[src/rtl/addn_seq.sv]
// Chunk-serial WIDTH-bit adder/subtractor with a start/done handshake: CHUNK bits per clock.
// Optional subtract mode (sub port, x + ~y + 1) is enabled by defining ADDN_SEQ_SUB_EN.
module addn_seq #(
    parameter int WIDTH = 16,
    parameter int CHUNK = 4
) (
    input  logic             clk,
    input  logic             rst,
    input  logic             start,
`ifdef ADDN_SEQ_SUB_EN
    input  logic             sub,
`endif
    input  logic [WIDTH-1:0] x,
    input  logic [WIDTH-1:0] y,
    input  logic             c_in,
    output logic             ready,
    output logic             done,
    output logic [WIDTH-1:0] s,
    output logic             c_out,
    output logic             ovf
);

    localparam int N  = WIDTH / CHUNK;
    localparam int CW = (N > 1) ? $clog2(N) : 1;

    typedef enum logic {IDLE = 1'b0, RUN = 1'b1} state_t;

    state_t           r_state;
    logic [WIDTH-1:0] r_a;
    logic [WIDTH-1:0] r_b;
    logic             r_a_msb;
    logic             r_b_msb;
    logic             r_carry;
    logic [WIDTH-1:0] r_psum;
    logic [CW-1:0]    r_cnt;
    logic             r_ready;
    logic             r_done;
    logic [WIDTH-1:0] r_s;
    logic             r_c_out;
    logic             r_ovf;

    logic [WIDTH-1:0] w_y_eff;
    logic             w_c_eff;
    logic [CHUNK:0]   w_sum_full;
    logic [WIDTH-1:0] w_psum_next;
    logic             w_last;
    logic             w_ovf;

`ifdef ADDN_SEQ_SUB_EN
    assign w_y_eff = sub ? ~y : y;
    assign w_c_eff = sub ? 1'b1 : c_in;
`else
    assign w_y_eff = y;
    assign w_c_eff = c_in;
`endif

    // Operands shift right each cycle, so the active chunk is always the low CHUNK bits.
    assign w_sum_full = {1'b0, r_a[CHUNK-1:0]} + {1'b0, r_b[CHUNK-1:0]}
                      + {{CHUNK{1'b0}}, r_carry};
    assign w_last     = (r_cnt == CW'(N - 1));

    generate
        for (genvar gi = 0; gi < N; gi++) begin : g_psum
            assign w_psum_next[gi*CHUNK +: CHUNK] = (r_cnt == CW'(gi)) ? w_sum_full[CHUNK-1:0]
                                                                      : r_psum[gi*CHUNK +: CHUNK];
        end
    endgenerate

    assign w_ovf = (r_a_msb == r_b_msb) && (w_psum_next[WIDTH-1] != r_a_msb);

    always_ff @(posedge clk) begin
        if (rst) begin
            r_state <= IDLE;
            r_a     <= '0;
            r_b     <= '0;
            r_a_msb <= 1'b0;
            r_b_msb <= 1'b0;
            r_carry <= 1'b0;
            r_psum  <= '0;
            r_cnt   <= '0;
            r_ready <= 1'b1;
            r_done  <= 1'b0;
            r_s     <= '0;
            r_c_out <= 1'b0;
            r_ovf   <= 1'b0;
        end else begin
            r_done <= 1'b0;
            case (r_state)
                IDLE: begin
                    if (start) begin
                        r_a     <= x;
                        r_b     <= w_y_eff;
                        r_a_msb <= x[WIDTH-1];
                        r_b_msb <= w_y_eff[WIDTH-1];
                        r_carry <= w_c_eff;
                        r_psum  <= '0;
                        r_cnt   <= '0;
                        r_ready <= 1'b0;
                        r_state <= RUN;
                    end
                end
                RUN: begin
                    r_psum  <= w_psum_next;
                    r_carry <= w_sum_full[CHUNK];
                    r_a     <= r_a >> CHUNK;
                    r_b     <= r_b >> CHUNK;
                    r_cnt   <= r_cnt + CW'(1);
                    if (w_last) begin
                        r_s     <= w_psum_next;
                        r_c_out <= w_sum_full[CHUNK];
                        r_ovf   <= w_ovf;
                        r_done  <= 1'b1;
                        r_ready <= 1'b1;
                        r_cnt   <= '0;
                        r_state <= IDLE;
                    end
                end
                default: r_state <= IDLE;
            endcase
        end
    end

    assign ready = r_ready;
    assign done  = r_done;
    assign s     = r_s;
    assign c_out = r_c_out;
    assign ovf   = r_ovf;

endmodule

[config.mk]
export PLATFORM = sky130hd
export DESIGN_NAME = addn_seq
export DESIGN_NICKNAME = d
export VERILOG_FILES = /design/src/rtl/addn_seq.sv
export SDC_FILE = /design/constraint.sdc
export NUM_CORES = 1
export LEC_CHECK = 0
export BUFFER_PORTS_ARGS = -buffer_cell sky130_fd_sc_hd__clkbuf_2
export CAP_MARGIN = 20
export CORE_ASPECT_RATIO = 0.6
export CORE_MARGIN = 4
export CORE_UTILIZATION = 39
export CTS_CLUSTER_DIAMETER = 120
export DETAILED_ROUTE_END_ITERATION = 8
export SYNTH_ARGS = -nofsm -noshare
export SYNTH_HDL_FRONTEND = slang
export SYNTH_SLANG_ARGS = --single-unit
[constraint.sdc]
create_clock -name clk -period 2.7 [get_ports clk]
set_clock_uncertainty 0.2 [all_clocks]
set_input_delay 0.27 -clock clk [delete_from_list [all_inputs] [get_ports clk]]
set_output_delay 0.27 -clock clk [all_outputs]
set_load 0.005 [all_outputs]
Word level (Yosys, flattened, before mapping) --
Index checks and enable logic that the tools add are counted.
Word-level totals: register bits 74, bits of input ports 36
Cells by class: bitwise logic cells 1, add/sub/neg operators 3, muxes and demuxes 22, equality and inequality tests 7, reduce and logical (&&, ||, !) cells 6
Operators with widths (number):
- $pmux 16 s2 | 3
- $mux 16 | 3
- $mux 4 | 4
- $mux 1 | 6
- $pmux 1 s2 | 3
- $reduce_and 2->1 | 3
- $add 4x4->5 | 1
- $add 5x1->5 | 1
- $eq 2x2->1 const B | 2
- $mux 2 | 2
- $pmux 2 s2 | 1
- $add 2x1->2 const B | 1
- $eq 2x1->1 const B | 1
- $logic_not 2->1 | 1
- $ne 2x1->1 const B | 1
- $ne 2x2->1 const B | 1
- $reduce_or 2->1 | 1
- $eq 1x1->1 | 1
- $logic_and 1x1->1 | 1
- $ne 1x1->1 | 1
- $not 1->1 | 1

Depth between registers and ports, before layout --
Gate-level depths: netlist (run 1).
depth after elaboration 5, depth in mapped cells 7, gate-level depth less buffers 6

Least setup slack after synthesis (run 1) --
Ideal clock, no wire load.
kind register to register, from register r_a[0], to register r_s[2] (netlist: s[2]), period minus slack after synthesis 2135 ps, stages on the path, launching flop included 6, arrival time 1818 ps, setup time 117 ps, slack 565 ps, path through dfxtp_1 > fa_1 > fa_1 > xnor2_1 > a21oi_1 > a22o_1
Between the ends: cells in the longest elaborated chain, start to end 3
RTL lines:
- start, declared | RTL line 29 | logic [WIDTH-1:0] r_a;
- start signal, assigned | RTL line 105 | r_a <= r_a >> CHUNK;
- $add 4x4->5 | RTL line 58 | assign w_sum_full = {1'b0, r_a[CHUNK-1:0]} + {1'b0, r_b[CHUNK-1:0]}
- $add 5x1->5 | RTL line 59 | + {{CHUNK{1'b0}}, r_carry};
- $mux 4 | RTL line 64 | assign w_psum_next[gi*CHUNK +: CHUNK] = (r_cnt == CW'(gi)) ? w_sum_full[CHUNK-1:0]
- end signal, assigned | RTL line 109 | r_s <= w_psum_next;
- end, declared | RTL line 38 | logic [WIDTH-1:0] r_s;
No other way between the ends. A chain may end at the register's enable or synchronous reset.

Worst setup path after layout (run 1) --
from register r_a[0], to register r_s[1] (netlist: s[1])
The elaborated chain is that of the path after synthesis.

==> impl_metrics.ini, run 1 <==
[worst_setup_path]
crit_path_max_fanout = 6
start_kind = register
r2r_cells = 4
crit_required_ns = 2.72
critPathArrivalTime_ns = 2.22
rr_endpoint = s[1]
setup.worst_path.class = reg -> reg
crit_path_end_kind = register
r2r_start = r_a[0]
r2r_slack_ns = 0.49

[cts]
cts_buffers = 9
cts.clk_slew.worst_paths_ns = 0.05
clock-sinks = 71
postCtsSetupRepairBufs = 0
clk_latency_ns = 0.32
htree_levels = 3
clockBufferDepth = 2
cts_tree = done
root_buffer = clkbuf_16

[grt]
gr-total-overflow = 0
use_met1 = 0.236
grt.total_usage = 0.159
grt_busiest_layer = met1
grt_first_pass_wirelength_mm = 11.8
met2_usage = 0.216
met3_usage = 0.0597
grt_start_max_net_pins = 77
antenna_found_initial = 0
grt_pass1_vias = 2348

[layout]
diodes = 0
nets = 444
utilization = 0.488
area_growth_pct = 22.3
drive_gt1_frac = 0.213
fill_cells = 757
stdcell_area_mm2 = 0.00383

[pwr]
p_total_uw = 2500
max-vdd-ir-drop_uv = 323
cellLeakagePower_uw = 0.00168
p_per_area_mw_per_mm2 = 653

[hold_path]
min_from = y[15]
holdPathStages = 3
holdPathEnd = r_b_msb
min_path_type = in -> reg

[sta]
clock.fmax_mhz = 453
timing.final.crit_share = 0.818
hold_slack_ns = 0.0141
hold_viol_final = 0
setup_viol = 0
grt_setup_unrepaired = no
max-slew-margin-rel = 0.645
worstMarginPinSlew_ns = 0.532
period_minus_slack_ns = 2.21
setup_tns_ns = 0
drv_slew = 0

[die]
die-height_um = 77.5
die_w_um = 124
start_util = 0.399
std_cell_rows = 25
ioPinCount = 56
coreArea_mm2 = 0.00785
die_area_mm2 = 0.00959

[run]
maxCapViolations = 0

[synthesis]
synth.cell_area_mm2 = 0.00314
synth_top_area_cell = dfxtp_1
ys_seq_elements = 71
syn_nets = 389
synthArstFlopShare = 0
synthTopCellsByCount = nor2_1 (75), dfxtp_1 (71), mux2i_1 (42)
yosysMostFrequentCell = nor2_1
synthesis.instances = 344
synth_ff_type = dfxtp_1
synth_top_area_frac = 0.453
syn_avg_cell_area_um2 = 9.11
synthTopCellsByArea = dfxtp_1 (45%), mux2i_1 (13%), nor2_1 (9.0%)
synth_edf_count = 0
yosysSeqAreaShare = 0.453
ys_types = 38
yosysWarnings = 0

[routing]
route.antenna.remaining_nets = 0
via_per_inst = 4.91
drt_pass1_iterations = 6
vias = 2510
routed_wl_mm = 7.19
drcViolationCount = 0
post_drt_wl_per_cell_um = 14.1
drtIter0Drc = 131

[placed_design]
portBuffers = 55
hpwl_mm = 4.99
dpl-instance-area_mm2 = 0.00350
routabilityCongestion = 0.758

[status]
status = finished, final reports clean
stage by stage:
stage | cells | worst slack [ns]
floorplan | 344 | 0.565
global placement | 490 | 0.560
detailed placement | 490 | 0.494
CTS | 511 | 0.484
global route | 511 | 0.383
finish | 511 | 0.492
report_power, final:
part	total (uW)	internal, uW	switching (uW)
clock network	1100	693	410
logic	287	123	163
registers	1110	1090	25.2
total	2500	1900	598
state kept, by name, indices dropped and copies added (netlist names):
name / flops
s: 16
r_cnt: 2
done: 1
c_out: 1
r_a_msb: 1
r_carry: 1
r_state: 1
r_b: 16
ready: 1
r_b_msb: 1
ovf: 1
r_psum: 13
r_a: 16
worst max-delay path, stage by stage, from the launching register on:
cell and delay (ns):
dfxtp_1 0.32, fa_1 0.46, fa_1 0.58, mux2_2 0.33
a22o_1 0.21
routing by layer:
| metal | routed length, um | vias up |
|---|---|---|
| met5 | 0 | - |
| met4 | 13 | 0 |
| met3 | 455 | 2 |
| met2 | 2990 | 49 |
| met1 | 3730 | 1158 |
| li1 | - | 1301 |
worst max-delay path by stage:
stage	depth (start not counted)	startpoint	slack (ns)	endpoint
2_1_floorplan	5	r_a[0]	0.57	s[2]
3_3_place_gp	5	r_a[0]	0.56	r_psum[1]
3_5_place_dp	4	r_a[0]	0.49	s[1]
4_1_cts	4	r_a[0]	0.48	s[1]
5_1_grt	7	r_a[0]	0.38	r_psum[2]
6_report	4	r_a[0]	0.49	s[1]
timing repair:
item | in CTS | in global routing
gates resized for setup | 0 | 0
endpoints found under the hold margin | 6 | 0
hold buffers | 6 | 0
layout by cell type, fill, tap and decap left out, drive strengths merged:
cell type,instances
nor2,75
ha,7
nor4,1
a21oi,34
a211oi,2
nand2,17
or2,1
a32oi,7
xnor2,1
mux2i,42
fa,2
nand4,2
nand4b,2
buf,9
xor2,1
clkbuf,70
o31ai,6
mux2,2
nor3,2
nand2b,2
a21o,2
dfxtp,71
nor2b,2
dlygate4sd3,6
or3b,2
nand3b,3
o21ai,12
a22o,5
o221ai,1
and2,1
a31oi,1
inv,8
o21a,1
nor3b,3
kinds of logic (layout without fill, tap and decap cells):
group                      after synthesis  count (layout)  synth area share
and+or+nand+nor                        113             113             0.158
AOI/OAI and AO/OA                       71              71             0.144
DFF                                     71              71             0.453
muxes                                   44              44             0.141
buffers and inverters                   34              93            0.0515
adders and majority gates                9               9            0.0407
xor gates and xnor gates                 2               2            0.0116
area by class of cell:
class | instances | area (um2) | share of cell area
multi-input combinational | 239 | 1550 | 0.405
timing repair buffer | 70 | 415 | 0.108
clock buffer | 15 | 278 | 0.0725
tap | 108 | 135 | 0.0352
sequential | 71 | 1420 | 0.371
inverter | 8 | 30.0 | 0.00783
No activity file was read; power rests on OpenSTA's default activity.
==> run 2: changes to the inputs <==
ABC_AREA = 1   (was unset)
clock period = 2.3 ns   (was 2.7 ns; I/O delays follow)
==> impl_metrics.ini, run 2 <==
[status]
status = finished, final reports clean

[synthesis]
synth.cell_area_mm2 = 0.00305
syn_avg_cell_area_um2 = 7.46
synth_top_area_cell = dfxtp_1
synth_top_area_frac = 0.466
synthTopCellsByArea = dfxtp_1 (47%), nand2_1 (19%), nand3_1 (5.7%)
yosysSeqAreaShare = 0.466
synthTopCellsByCount = nand2_1 (154), dfxtp_1 (71), nand3_1 (35)
ys_seq_elements = 71
synthesis.instances = 409
synthArstFlopShare = 0
synth_edf_count = 0
ys_types = 27
synth_ff_type = dfxtp_1
syn_nets = 454
yosysWarnings = 0
yosysMostFrequentCell = nand2_1

[pwr]
seqPwrFrac = 0.433
p_clk_frac = 0.453
power_switching_uw = 740
max-vdd-ir-drop_uv = 378
power_frac_comb = 0.114
p_total_uw = 3030
p_per_area_mw_per_mm2 = 753
cellLeakagePower_uw = 0.00196
swShare = 0.244
p_int_uw = 2290

[sta]
max-slew-margin-rel = 0.644
grt_setup_unrepaired = no
setup_ws_ns = 0.202
setup_viol = 0
hold_viol_final = 0
drv_slew = 0
clock.fmax_mhz = 477
worstMarginPinSlew_ns = 0.532
period_minus_slack_ns = 2.10
timing.final.crit_share = 0.912
setup_tns_ns = 0

[die]
std_cell_rows = 24
die_w_um = 122
coreArea_mm2 = 0.00742
die_area_mm2 = 0.00934
die-height_um = 76.5
ioPinCount = 56
start_util = 0.411

[placed_design]
place_ws_ns = 0.0552
routabilityCongestion = 0.858
dp.cells = 553
portBuffers = 55
hpwl_mm = 5.41

[cts]
cts_buffers = 9
clk_latency_ns = 0.33
clock-sinks = 71
cts.clk_slew.worst_paths_ns = 0.06
cts_tree = done
clockBufferDepth = 2
root_buffer = clkbuf_16
htree_levels = 3

[layout]
area_growth_pct = 32.0
seqCellArea_mm2 = 0.00142
diodes = 0
multi_input_area_mm2 = 0.00139
utilization = 0.543
drive_gt1_frac = 0.185
fill_cells = 731
mostFrequentLayoutCells = nand2_1 (154), dfxtp_1 (71), clkbuf_2 (55), nand3_1 (35)
mostFrequentLayoutCell = nand2_1
fin_cells = 601
nets = 537

[grt]
grt.total_usage = 0.180
grt_first_pass_wirelength_mm = 13.1
gr-total-overflow = 0
grt_start_max_net_pins = 34
grt_pass1_vias = 2659
antenna_found_initial = 0

[hold_path]
holdPathStages = 5
min_path_type = in -> reg

[routing]
route.antenna.remaining_nets = 0
vias = 2830
drt_pass1_iterations = 5
drcViolationCount = 0
via_per_inst = 4.71
drtIter0Drc = 144
post_drt_wl_per_cell_um = 13.2
routed_wl_mm = 7.91

[run]
maxCapViolations = 0

[worst_setup_path]
r2r_cells = 7
start_kind = register
setup.worst_path.class = reg -> reg
crit_path_max_fanout = 4
crit_path_end_kind = register
critPathArrivalTime_ns = 2.11
crit_required_ns = 2.31
-- run 2: metrics by stage --
step	instance area, um2	hold slack (ns)
floorplan	3050	0.173
global placement	3390	0.239
detailed placement	3390	0.240
CTS	4010	0.00226
global route	4020	0.0335
finish	4020	0.00770
-- run 2: path summary, 6_finish.rpt --
path | start | to | slack [ns]
worst min register to register | s[7] | s[7] | 0.25
worst min-delay path | x[7] | r_a[7] | 0.008
worst max register to register | r_a[0] | r_psum[2] | 0.20
worst max-delay path | r_a[0] | r_psum[2] | 0.20
-- run 2: cells by family after synthesis --
family          Yosys count  synth area share
compound gates           61             0.121
xor+xnor                  1           0.00287
fa+ha+maj                 9            0.0419
buf+inv                  57            0.0825
flops                    71             0.466
simple gates            210             0.285
-- run 2: area by class of cell --
| class | count | share of cell area |
|---|---|---|
| clock inverters | 6 | 0.0149 |
| well taps | 104 | 0.0323 |
| repair buffers | 92 | 0.160 |
| multi-input cells | 281 | 0.345 |
| flip-flops and latches | 71 | 0.353 |
| clock buffers | 10 | 0.0594 |
| inverters | 37 | 0.0351 |
-- run 2: critical path: stages (launching register included) --
cell and delay (ns):
dfxtp_1 0.33, fa_2 0.42, fa_1 0.43, xnor2_2 0.27
nand2_1 0.08, o21ai_1 0.09, or2_1 0.11, a21oi_1 0.05
-- run 2: power by group through the flow --
| stage | Combinational [uW] | Clock (uW) | Sequential (uW) |
|---|---|---|---|
| finish | 346 | 1370 | 1310 |
| global route | 396 | 1450 | 1320 |
| CTS | 344 | 1400 | 1310 |
| detailed placement | 301 | 0 | 1340 |
| global placement | 296 | 0 | 1340 |
| floorplan | 217 | 0 | 1330 |
-- run 2: what timing repair did --
action | CTS | global route
gates resized for setup | 0 | 5
hold buffers | 32 | 0
endpoints found under the setup margin | 0 | 10
setup buffers | 0 | 0
endpoints found under the hold margin | 32 | 0
-- run 2: per-layer routing --
metal  wire [um]  global-route usage
met5           0                   0
met2        3290               0.252
met3         553              0.0623
met4          50              0.0492
met1        4010               0.259
==> run 3: changes to the inputs <==
CORE_UTILIZATION = 48   (was 39)
MAX_ROUTING_LAYER = met4   (was unset)
PLACE_DENSITY = 0.7   (was unset)
==> impl_metrics.ini, run 3 (synthesis gave the netlist of run 2 again) <==
[routing]
drt_pass1_iterations = 5
post_drt_wl_per_cell_um = 13.2
via_per_inst = 4.99
drtIter0Drc = 185
routed_wl_mm = 7.66
drcViolationCount = 0
route.antenna.remaining_nets = 0
vias = 2895

[run]
maxCapViolations = 0

[cts]
cts.clk_slew.worst_paths_ns = 0.07
root_buffer = clkbuf_8
clk_latency_ns = 0.34
cts_tree = done
clockBufferDepth = 2
cts_buffers = 9
clock-sinks = 71
htree_levels = 3

[grt]
grt_start_max_net_pins = 35
use_met1 = 0.297
met3_usage = 0.0532
gr-total-overflow = 0
grt_pass1_vias = 2751
grt.total_usage = 0.213
antenna_found_initial = 0
grt_busiest_layer = met2
met2_usage = 0.315
grt_first_pass_wirelength_mm = 13.1

[worst_setup_path]
r2r_start = r_a[0]
start_kind = register
critPathArrivalTime_ns = 2.24
r2r_slack_ns = 0.12
rr_endpoint = r_psum[2]
r2r_cells = 7
crit_path_max_fanout = 4
crit_required_ns = 2.36
crit_path_end_kind = register
crit_path_start = r_a[0]
setup.worst_path.class = reg -> reg
critPathCapture = r_psum[2]

[die]
coreArea_mm2 = 0.00614
die_w_um = 111
die_area_mm2 = 0.00773
start_util = 0.497
ioPinCount = 56
std_cell_rows = 22
die-height_um = 69.7

[layout]
nets = 538
diodes = 0
fill_cells = 566
mostFrequentLayoutCell = nand2_1
seqCellArea_mm2 = 0.00142
mostFrequentLayoutCells = nand2_1 (154), dfxtp_1 (71), clkbuf_2 (55), nand3_1 (35)
drive_gt1_frac = 0.181
utilization = 0.634
stdcell_area_mm2 = 0.00389
multi_input_area_mm2 = 0.00138
area_growth_pct = 27.5

[sta]
hold_slack_ns = 0.0116
drv_slew = 0
hold_viol_final = 0
period_minus_slack_ns = 2.18
setup_viol = 0
clock.fmax_mhz = 459
timing.final.crit_share = 0.947
worstMarginPinSlew_ns = 0.518
max-slew-margin-rel = 0.654

[placed_design]
hpwl_mm = 5.16
routabilityCongestion = 0.883
dpl-instance-area_mm2 = 0.00336
portBuffers = 55

[status]
status = finished, final reports clean

[hold_path]
min_path_type = in -> reg

[pwr]
cellLeakagePower_uw = 0.00192
max-vdd-ir-drop_uv = 350
p_per_area_mw_per_mm2 = 691
==> run 3: changes by cell type in the layout (fill, tap and decap cells not counted), sizes merged <==
cell,before,now
clkinvlp,2,0
buf,5,6
bufinv,1,2
clkbuf,65,64
==> run 3: metrics by stage <==
stage / setup slack [ns] / total power (uW) / instances / setup TNS, ns
2_1_floorplan: 0.246 / 1540 / 409 / 0
3_3_place_gp: 0.120 / 1620 / 534 / 0
3_5_place_dp: 0.0917 / 1630 / 534 / 0
4_1_cts: 0.0770 / 2690 / 580 / 0
5_1_grt: -0.00477 / 2800 / 580 / -0.00477
6_report: 0.123 / 2690 / 580 / 0
==> run 3: worst min-delay path by stage <==
| stage | slack [ns] | endpoint | start | cells past startpoint |
|---|---|---|---|---|
| global placement | 0.24 | s[7] | s[7] | 2 |
| CTS | 0.002 | r_b[1] | y[1] | 5 |
| finish | 0.01 | r_b[1] | y[1] | 5 |
| global route | 0.05 | r_b[0] | y[0] | 5 |
| floorplan | 0.17 | r_a[13] | x[13] | 2 |
| detailed placement | 0.24 | s[11] | s[11] | 2 |
==> run 3: layer usage <==
layer  share of wire  vias up  routed length (um)
met2            0.43       81                3300
met1            0.49     1325                3780
li1                -     1475                   -
met4           0.010        0                  78
met3           0.065       14                 495
met5               0        -                   0
==> run 3: cell type report <==
type	instances	area share
timing repair buffer	93	0.165
multi-input combinational	281	0.356
clock inverter	5	0.0193
inverter	37	0.0357
sequential	71	0.366
tap	84	0.0270
clock buffer	9	0.0319
==> run 3: worst max-delay path: stages, from the launching register on <==
cell	delay [ns]
dfxtp_1	0.33
fa_1	0.48
fa_1	0.44
xnor2_2	0.18
nand2_1	0.06
o21ai_1	0.07
or2_1	0.21
a21oi_1	0.12
==> run 3: power breakdown <==
group	internal [uW]	switching (uW)	leakage, uW
Combinational	149	197	0.00124
Clock	593	440	0.000105
Sequential	1280	31.6	0.000578
==> run 3: timing repair <==
action	CTS	global route
endpoints found under the setup margin	0	6
hold buffers	32	0
setup buffers	0	0
hold endpoints to repair	34	0
resized for setup	0	2
